===== config.mk =====
export PLATFORM = sky130hd
export DESIGN_NAME = regfile_dump_reader
export DESIGN_NICKNAME = d
export VERILOG_FILES = /design/src/rtl/regfile_pkg.sv /design/src/rtl/regfile_dump_reader.sv
export SDC_FILE = /design/constraint.sdc
export NUM_CORES = 1
export LEC_CHECK = 0
export ABC_CLOCK_PERIOD_IN_PS = 4300
export CORE_ASPECT_RATIO = 1.5
export CORE_MARGIN = 8
export CORE_UTILIZATION = 40
export CTS_BUF_LIST = sky130_fd_sc_hd__clkbuf_16
export CTS_CLUSTER_DIAMETER = 120
export DETAILED_ROUTE_END_ITERATION = 10
export GPL_ROUTABILITY_DRIVEN = 0
export PLACE_DENSITY = 0.8
export SLEW_MARGIN = 0
export SYNTH_ARGS = -nofsm -noshare
export SYNTH_HDL_FRONTEND = slang
export SYNTH_SLANG_ARGS = --single-unit

===== constraint.sdc =====
create_clock -name clk -period 4.3 [get_ports clk]
set_input_delay 0.645 -clock clk [delete_from_list [all_inputs] [get_ports clk]]
set_output_delay 0.645 -clock clk [all_outputs]
set_load 0.005 [all_outputs]

===== src/rtl/regfile_pkg.sv =====
// Shared register-file constants and the dump sequencer state encoding.
package regfile_pkg;

    localparam int unsigned DATA_W   = 16;
    localparam int unsigned ADDR_W   = 4;
    localparam int unsigned NUM_REGS = 16;

    typedef enum logic [2:0] {
        ST_IDLE,
        ST_FETCH,
        ST_SEND_LO,
        ST_SEND_HI,
        ST_DONE
    } dump_state_t;

endpackage : regfile_pkg


===== src/rtl/regfile_dump_reader.sv =====
// Debug read-out sequencer: snapshots the register file two registers at a
// time through both read ports and streams (address, data) beats over a
// valid/ready interface while holding the core's register writes frozen.
module regfile_dump_reader #(
    parameter int unsigned DATA_W   = regfile_pkg::DATA_W,
    parameter int unsigned ADDR_W   = regfile_pkg::ADDR_W,
    parameter int unsigned NUM_REGS = regfile_pkg::NUM_REGS
) (
    input  logic              clk,
    input  logic              rst_n,
    input  logic              start,
    output logic              busy,
    output logic              freeze,
    output logic              done,
    output logic [ADDR_W-1:0] rf_raddr1,
    output logic [ADDR_W-1:0] rf_raddr2,
    input  logic [DATA_W-1:0] rf_rdata1,
    input  logic [DATA_W-1:0] rf_rdata2,
    output logic              out_valid,
    input  logic              out_ready,
    output logic [ADDR_W-1:0] out_addr,
    output logic [DATA_W-1:0] out_data
);

    import regfile_pkg::*;

    dump_state_t       state;
    dump_state_t       state_next;
    logic [ADDR_W-1:0] idx;
    logic [ADDR_W-1:0] idx_hi;
    logic [DATA_W-1:0] buf_lo;
    logic [DATA_W-1:0] buf_hi;
    logic              last_pair;

    // idx is always even, so setting the LSB gives idx+1 without any carry
    assign idx_hi    = idx | ADDR_W'(1);
    assign last_pair = (idx == ADDR_W'(NUM_REGS - 2));
    assign freeze    = busy;

    // State register
    always_ff @(posedge clk or negedge rst_n) begin
        if (!rst_n) begin
            state <= ST_IDLE;
        end else begin
            state <= state_next;
        end
    end

    // Pair index and the snapshot buffers captured at the FETCH edge
    always_ff @(posedge clk or negedge rst_n) begin
        if (!rst_n) begin
            idx    <= '0;
            buf_lo <= '0;
            buf_hi <= '0;
        end else begin
            case (state)
                ST_IDLE: begin
                    if (start) begin
                        idx <= '0;
                    end
                end
                ST_FETCH: begin
                    buf_lo <= rf_rdata1;
                    buf_hi <= rf_rdata2;
                end
                ST_SEND_HI: begin
                    if (out_ready && !last_pair) begin
                        idx <= idx + ADDR_W'(2);
                    end
                end
                default: begin
                end
            endcase
        end
    end

    // Next-state and output decode; outputs depend on state only
    always_comb begin
        state_next = state;
        busy       = 1'b0;
        done       = 1'b0;
        out_valid  = 1'b0;
        out_addr   = '0;
        out_data   = '0;
        rf_raddr1  = idx;
        rf_raddr2  = idx_hi;
        case (state)
            ST_IDLE: begin
                rf_raddr1 = '0;
                rf_raddr2 = '0;
                if (start) begin
                    state_next = ST_FETCH;
                end
            end
            ST_FETCH: begin
                busy       = 1'b1;
                state_next = ST_SEND_LO;
            end
            ST_SEND_LO: begin
                busy      = 1'b1;
                out_valid = 1'b1;
                out_addr  = idx;
                out_data  = buf_lo;
                if (out_ready) begin
                    state_next = ST_SEND_HI;
                end
            end
            ST_SEND_HI: begin
                busy      = 1'b1;
                out_valid = 1'b1;
                out_addr  = idx_hi;
                out_data  = buf_hi;
                if (out_ready) begin
                    state_next = last_pair ? ST_DONE : ST_FETCH;
                end
            end
            ST_DONE: begin
                busy       = 1'b1;
                done       = 1'b1;
                state_next = ST_IDLE;
            end
            default: begin
                rf_raddr1  = '0;
                rf_raddr2  = '0;
                state_next = ST_IDLE;
            end
        endcase
    end

endmodule : regfile_dump_reader

## Word-level counts from Yosys, hierarchy flattened

Cells that the tools add are included.

| operators by class | value |
|---|---|
| multiplexer cells | 15 |
| reduce and logical (&&, ||, !) cells | 8 |
| equality and inequality tests | 9 |
| add/sub/neg operators | 1 |

Operators by type and width:

| kind | number |
|---|---|
| 16-bit one-hot mux with 2 select lines | 1 |
| 4-bit 2-to-1 mux | 4 |
| 4-bit one-hot mux with 2 select lines | 2 |
| 3-bit 2-to-1 mux | 4 |
| 3-bit one-hot mux with 4 select lines | 1 |
| 2-bit inequality test, second input constant | 4 |
| 3-bit by 2-bit == test with 1-bit output, second input constant | 2 |
| 3-bit AND reduction | 2 |
| 4-bit by 2-bit adder with 4-bit output, second input constant | 1 |
| 4-bit == test, second input constant | 1 |
| 4-bit OR reduction | 1 |
| 3-bit by 1-bit == test with 1-bit output, second input constant | 1 |
| 3-bit == test, second input constant | 1 |
| 3-bit zero test | 1 |
| 1-bit 2-to-1 mux | 3 |
| 2-bit nonzero test | 1 |
| 2-bit OR reduction | 1 |
| 1-bit logical AND | 1 |
| 1-bit zero test | 1 |

| storage, ports and cells | value |
|---|---|
| output and inout bits | 32 |
| register bits after elaboration | 39 |
| bits of input ports | 36 |
| logic and storage cells | 37 |

## Longest topological paths before layout

| depth | value |
|---|---|
| depth in word-level cells | 5 |
| depth in mapped cells | 5 |
| gate-level depth less buffers | 3 |

## Worst setup path after synthesis

OpenSTA, ideal clock, no wires.

| path | value |
|---|---|
| path kind | flip-flop to output port |
| start | register state[1] |
| end | output port rf_raddr2[1] |
| arrival | 1.177 ns |
| setup slack | 2.478 ns |
| buffers on the path | 1 |
| required time | 3.655 ns |
| stages on the path, launching flop included | 5 |
| path through | dfrtp_1 > nor2_1 > xnor2_1 > and2_1 > buf_4 |

| on the way | value |
|---|---|
| word-level cells in the longest chain between the ends | 3 |
| elaborated cells on any way between the ends | 6 |
| classes of those cells | 4 x eq/ne; 1 x mux; 1 x reduce/logical |

Ends and longest elaborated chain:

| item | line | source |
|---|---|---|
| start, declared | regfile_dump_reader.sv:27 | `dump_state_t state;` |
| start signal, assigned | regfile_dump_reader.sv:45 | `state <= state_next;` |
| 3-bit by 2-bit == test with 1-bit output, or another cell as far along | regfile_dump_reader.sv:87 | `case (state)` |
| 4-bit OR reduction (no source line) * | - |  |
| 4-bit 2-to-1 mux * | regfile_dump_reader.sv:87 |  |
| end, declared | regfile_dump_reader.sv:16 | `output logic [ADDR_W-1:0] rf_raddr2,` |

Every way passes the cells marked *; elsewhere a longest branch is shown, timed or not.

## Worst setup path after layout

| path | value |
|---|---|
| start | register state[0] |
| end | output port rf_raddr1[2] |

| on the way | value |
|---|---|
| word-level cells in the longest chain between the ends | 3 |
| elaborated cells on any way between the ends | 6 |
| classes of those cells | 4 x eq/ne; 1 x mux; 1 x reduce/logical |

Ends and longest elaborated chain:

| item | line | source |
|---|---|---|
| 3-bit by 2-bit == test with 1-bit output, or another cell as far along | regfile_dump_reader.sv:87 |  |
| 4-bit OR reduction (no source line) * | - |  |
| 4-bit 2-to-1 mux * | regfile_dump_reader.sv:87 |  |
| end, declared | regfile_dump_reader.sv:15 | `output logic [ADDR_W-1:0] rf_raddr1,` |

Marks and branches as above.

==> out/results.ini <==
[synthesis]
ys_warn_count = 0
ys_ff_latch = 38
syn_area_per_cell_um2 = 12.0
netlist_area_mm2 = 0.00189
syn_inst = 158
synth_xor_area_share_pct = 0.464
ys.flop_type = dfrtp_1
synthAdderAreaFrac_pct = 0.662
ys_seq_area_share_pct = 50.3
yosysTopAreaCell = dfrtp_1
syn_nets = 195
synth_simple_gate_area_share_pct = 11.2
synth.mux.area_fraction_pct = 27.5
synth_area_leaders = dfrtp_1 50%, mux2_2 18%, mux2i_1 8.5%
synth_top_family_by_area = multiplexers
synth_common_cells = 38 x dfrtp_1, 30 x mux2_2, 21 x nor2_1, 16 x mux2i_1, 7 x buf_4
synth_top_cell_area_share_pct = 50.3
synth_edf_count = 0
synthArstFlopShare_pct = 100
yosysMostFrequentCell = dfrtp_1
synth_compound_area_share_pct = 2.85
synth_cell_types = 27

[setup_path]
crit_buf_inv = 1
cp-start-kind = register
worstSetupEndpointType = primary output
slowest_delay_ns = 1.05
cp_data_arrival_time_ns = 2.58
cp_cell_sequence = nor2_1, xnor2_1, and2_1, clkdlybuf4s50_1
crit_slowest_cell = dfrtp_1
critical-path-top-delay-family = flip-flops
critPathRequiredTime_ns = 3.65
critical_path_class = reg2out
crit_fanout = 24

[die]
die_w_um = 72.1
rows = 30
core-area_mm2 = 0.00454
start_util_pct = 41.6
dieHeight_um = 100
ios = 68
die_area_mm2 = 0.00722

[clocking]
cts_buffers = 5
cts_tree = done
cts.clk_slew.worst_paths_ns = 0.05
ctsResizeCount = 0
cts.sinks = 38
post-cts-setup-buffers = 0
h-tree-depth = 2
clock_latency_ns = 0.27
clk_path_buf_depth = 2
cts_hold_buf = 0
cts_root_buf = clkbuf_16

[drt]
viasPerCell = 4.76
vias = 1342
avgRoutedWirePerCell_um = 14.8
finalWirelength_mm = 4.19
dr.pass1.iters = 4
antenna_left = 0
first_iter_violations = 93
drc = 0

[final_layout]
syn_to_final_growth_pct = 40.9
stdcell_count = 282
antenna_cells = 0
multi_input_comb_area_um2 = 811
final_cell_area_mm2 = 0.00266
drive_above_1_share_pct = 17.9
fillers = 404
regArea_um2 = 951
fin_nets = 254
final_util_pct = 58.6

[power_and_ir_drop]
power_leakage_nw = 1.15
power_density_mw_per_mm2 = 745
irDropWorstVdd_mv = 0.366
p_total_mw = 1.98

[timing]
drv_slew = 0
fmax_mhz = 310
setup_tns_ns = 0
fin_skew_ns = 0.00347
slew_headroom_pct = 28.2
fin_crit_sh_pct = 75.0
hold_violations = 0
layout_min_cycle_time_ns = 3.22
tightest_slew_ns = 1.08
finalSetupViolations = 0
rsz0062_at_grt = false

[global_route]
grt_use_total_pct = 12.0
grt_overflow = 0
grt_max_degree = 39
grt_pass1_wl_mm = 6.84
grt_pass1_vias = 1479
antenna_found_initial = 0

[hold_path]
hold_class = in2async

[placement]
io_buffers = 66
place_hpwl_mm = 3.09
place_area_mm2 = 0.00252
dp.cells = 274

[status]
status = finished, final reports clean

[run]
drv_cap = 0

## registers in the layout, summed over array words and instances (netlist names)
register	flops
idx	3
buf_hi	16
buf_lo	16
state	3
## worst paths after layout
check / startpoint / cells past startpoint / slack [ns] / to
worst max-delay path: state[0] / 4 / 1.08 / rf_raddr1[2]
worst min-delay path: rst_n / 1 / 0.47 / buf_hi[0]
worst max register to register: state[0] / 3 / 2.04 / buf_hi[14]
worst min register to register: buf_lo[13] / 1 / 0.49 / buf_lo[13]
max in group asynchronous: rst_n / 1 / 3.30 / buf_hi[11]
min in group clk: buf_lo[13] / 1 / 0.49 / buf_lo[13]
## per-stage QoR
stage | setup slack, ns | hold slack (ns)
floorplan | 2.48 | 0.349
global placement | 1.38 | 0.467
detailed placement | 1.32 | 0.484
CTS | 1.02 | 0.496
global route | 0.865 | 0.515
finish | 1.08 | 0.469
## power by group
part | internal (mW) | total, mW | switching (mW) | leakage [nW]
logic | 0.620 | 0.962 | 0.342 | 0.624
clock network | 0.209 | 0.337 | 0.128 | 0.0724
registers | 0.537 | 0.684 | 0.147 | 0.452
total | 1.37 | 1.98 | 0.617 | 1.15
## routing by layer
layer  up-vias  GRT usage (%)  part of all wire (%)
met5         -              0                     0
met4         0           5.21                   1.1
met3         2           3.39                   6.3
met2        41           21.7                    55
met1       640           12.2                    38
li1        659              -                     -
## cells in the final DEF (no fill, tap or decap), drive strengths merged
master	count
nor2	21
conb	1
nor3	1
and2	5
or3b	1
and3	3
mux2	32
clkbuf	5
nand2b	1
inv	6
nor3b	1
xnor2	1
o211ai	4
o21ai	1
a21oi	2
buf	2
dfrtp	38
mux2i	16
clkinv	2
o221ai	1
and3b	1
clkdlybuf4s50	65
nand3	3
ha	1
nand2	2
nand4	2
## final cells by class
| type | count | area share (%) |
|---|---|---|
| Clock buffer | 5 | 4.70 |
| Tap cell | 64 | 3.01 |
| Multi-Input combinational cell | 100 | 30.5 |
| Timing Repair Buffer | 67 | 24.9 |
| Clock inverter | 3 | 0.470 |
| Inverter | 5 | 0.705 |
| Sequential cell | 38 | 35.7 |
## logic make-up (layout without fill, tap and decap cells)
logic type / count (synthesis) / count (layout)
muxes: 48 / 48
xor gates and xnor gates: 1 / 1
AOI/OAI and AO/OA: 8 / 8
DFF: 38 / 38
other: 1 / 1
and+or+nand+nor: 41 / 41
adders and majority gates: 1 / 1
buffers and inverters: 20 / 80
(Power assumes the default switching activity.)
==> edit, RTL diff (same flow settings) <==
`DATA_W`: 16 -> 32.
--- a/src/rtl/regfile_pkg.sv
+++ b/src/rtl/regfile_pkg.sv
@@ -1,7 +1,7 @@
 // Shared register-file constants and the dump sequencer state encoding.
 package regfile_pkg;
 
-    localparam int unsigned DATA_W   = 16;
+    localparam int unsigned DATA_W   = 32;
     localparam int unsigned ADDR_W   = 4;
     localparam int unsigned NUM_REGS = 16;
 
Interface: changed (resized out_data, rf_rdata1 and rf_rdata2); port bits go from 68 to 116. The function was not compared with the original's and may differ.
==> edit against the original RTL <==
Design area grew 86%; worst setup slack better by 0.15 ns; clock power increased by 85%; wire length up 100%; synthesized area increased by 91%; sequential power is 78% higher; sequential cell count increased by 32; total power is 96% higher; largest cell class unchanged.
==> edit: results (changes against the original RTL) <==
\begin{tabular}{lr}
\hline
Metric & Value \\
\hline
\multicolumn{2}{l}{\textbf{Run status}} \\
Outcome & finished, final reports clean (unchanged) \\
\multicolumn{2}{l}{\textbf{Setup path}} \\
Largest fanout on the critical path & 20 (was 24) \\
Arrival @ worst endpoint & 2.43 ns (was 2.58 ns) \\
Delay of the slowest critical-path stage & 0.55 ns (was 1.05 ns) \\
Slowest-stage cell, CP & nand2b\_1 (was dfrtp\_1) \\
Delay-heaviest family, CP & buffers and inverters (was flip-flops) \\
Crit. Startpoint & state[2] (was state[0]) \\
\multicolumn{2}{l}{\textbf{GRT}} \\
First-pass GRT wire length & 13660 um (was 6837 um) \\
Global Route Usage Sum & 0.1414 (was 0.1196) \\
Met1 usage & 0.1509 (was 0.1222) \\
Met3 Resource Use GR & 0.03250 (was 0.03393) \\
Maximum number of pins on one net before global-route repair & 49 (was 39) \\
Routing usage on met2 & 0.2526 (was 0.2170) \\
Vias in the first global route & 2624 (was 1479) \\
\multicolumn{2}{l}{\textbf{STA}} \\
Worst slew margin & 0.4344 (was 0.2818) \\
Setup Skew & 0.002435 ns (was 0.003472 ns) \\
\multicolumn{2}{l}{\textbf{Clock tree}} \\
Number of buffers added by the clock tree synthesis step & 9 (was 5) \\
H-tree depth & 3 (was 2) \\
Insertion delay of the later-clocked pin in the worst-skew pair & 0.32 ns (was 0.27 ns) \\
\multicolumn{2}{l}{\textbf{Placement}} \\
Port Buffer Count & 114 (was 66) \\
Half-perimeter wire length after placement & 6265 um (was 3091 um) \\
Cell area after placement & 4693 um\^{}2 (was 2524 um\^{}2) \\
Dpl ws & 1.566 ns (was 1.320 ns) \\
\multicolumn{2}{l}{\textbf{Drt}} \\
Total via count in the routed design & 2341 (was 1342) \\
Detailed-route wire length on metal 1 & 3332 um (was 1571 um) \\
Number of DRC markers after the initial detailed-route iteration & 59 (was 93) \\
WL met3 & 406 um (was 265 um) \\
Routed Wire Length & 8445 um (was 4187 um) \\
\multicolumn{2}{l}{\textbf{Power}} \\
Leakage power of the design & 2.245 nW (was 1.148 nW) \\
Worst VDD drop & 0.0004086 V (was 0.0003655 V) \\
Sw Share & 0.3065 (was 0.3110) \\
\multicolumn{2}{l}{\textbf{Layout}} \\
Final cell utilization of the core & 0.5595 (was 0.5860) \\
Post-layout nets & 437 (was 254) \\
Regs by FF count & buf\_hi x32, buf\_lo x32 (was buf\_hi x16, buf\_lo x16) \\
Fraction of final layout cells sized beyond drive strength 1 & 0.2291 (was 0.1789) \\
\multicolumn{2}{l}{\textbf{Yosys}} \\
Unique masters post-synth & 28 (was 27) \\
Commonest cells in the synthesized netlist & dfrtp\_1, mux2\_4, nor2\_1, mux2i\_1, buf\_4 (was dfrtp\_1, mux2\_2, nor2\_1, mux2i\_1, buf\_4) \\
Post-synthesis sequential area ratio & 0.4849 (was 0.5033) \\
Top area cells in the synthesized netlist & dfrtp\_1, mux2\_4, mux2i\_1 (was dfrtp\_1, mux2\_2, mux2i\_1) \\
\hline
\end{tabular}
-- edit: changes by cell type after synthesis, sizes merged, moves of 3 or more --
| cell | unedited run | this run |
|---|---|---|
| nand2 | 2 | 5 |
| dfrtp | 38 | 70 |
| mux2i | 16 | 32 |
| nor2 | 21 | 37 |
| buf | 13 | 23 |
| mux2 | 32 | 64 |
| o211ai | 4 | 0 |
-- edit: area by class of cell --
type / instances / area (um^2)
fill: 747 / 3889
tap: 110 / 137.6
timing repair buffer: 119 / 1174
clock inverter: 5 / 21.27
inverter: 4 / 15.01
clock buffer: 9 / 225.2
multi-input combinational: 164 / 1614
sequential: 70 / 1753
-- edit: final timing paths --
kind / endpoint / slack (ns) / cells after the start
max: out_data[8] / 1.22 / 4
min in group clk: buf_lo[0] / 0.50 / 1
min: buf_hi[0] / 0.42 / 1
min reg2reg: buf_lo[0] / 0.50 / 1
max in group asynchronous: buf_lo[27] / 2.94 / 2
max reg2reg: buf_hi[29] / 1.72 / 4
-- edit: metrics by stage --
stage	hold slack, ns	cells
6_report	0.4212	481
5_1_grt	0.4831	481
4_1_cts	0.4466	481
3_5_place_dp	0.4959	467
3_3_place_gp	0.4910	467
2_1_floorplan	0.3494	261
-- edit: kinds of logic after synthesis --
group | count (synthesis) | synth area share
other cells | 1 | 0.001038
fa+ha+maj | 1 | 0.003463
flops | 70 | 0.4849
mux | 96 | 0.3505
simple gates | 59 | 0.07551
xor+xnor | 1 | 0.002425
buf+inv | 27 | 0.06997
compound gates | 6 | 0.01212
-- edit: power by group through the flow --
stage / logic (mW) / registers (mW) / clock network (mW)
after detailed placement: 2.08 / 1.22 / 0
after floorplan: 1.40 / 1.14 / 0
after CTS: 2.09 / 1.22 / 0.642
final: 2.05 / 1.22 / 0.623
after global routing: 2.19 / 1.27 / 0.672
after global placement: 2.05 / 1.21 / 0
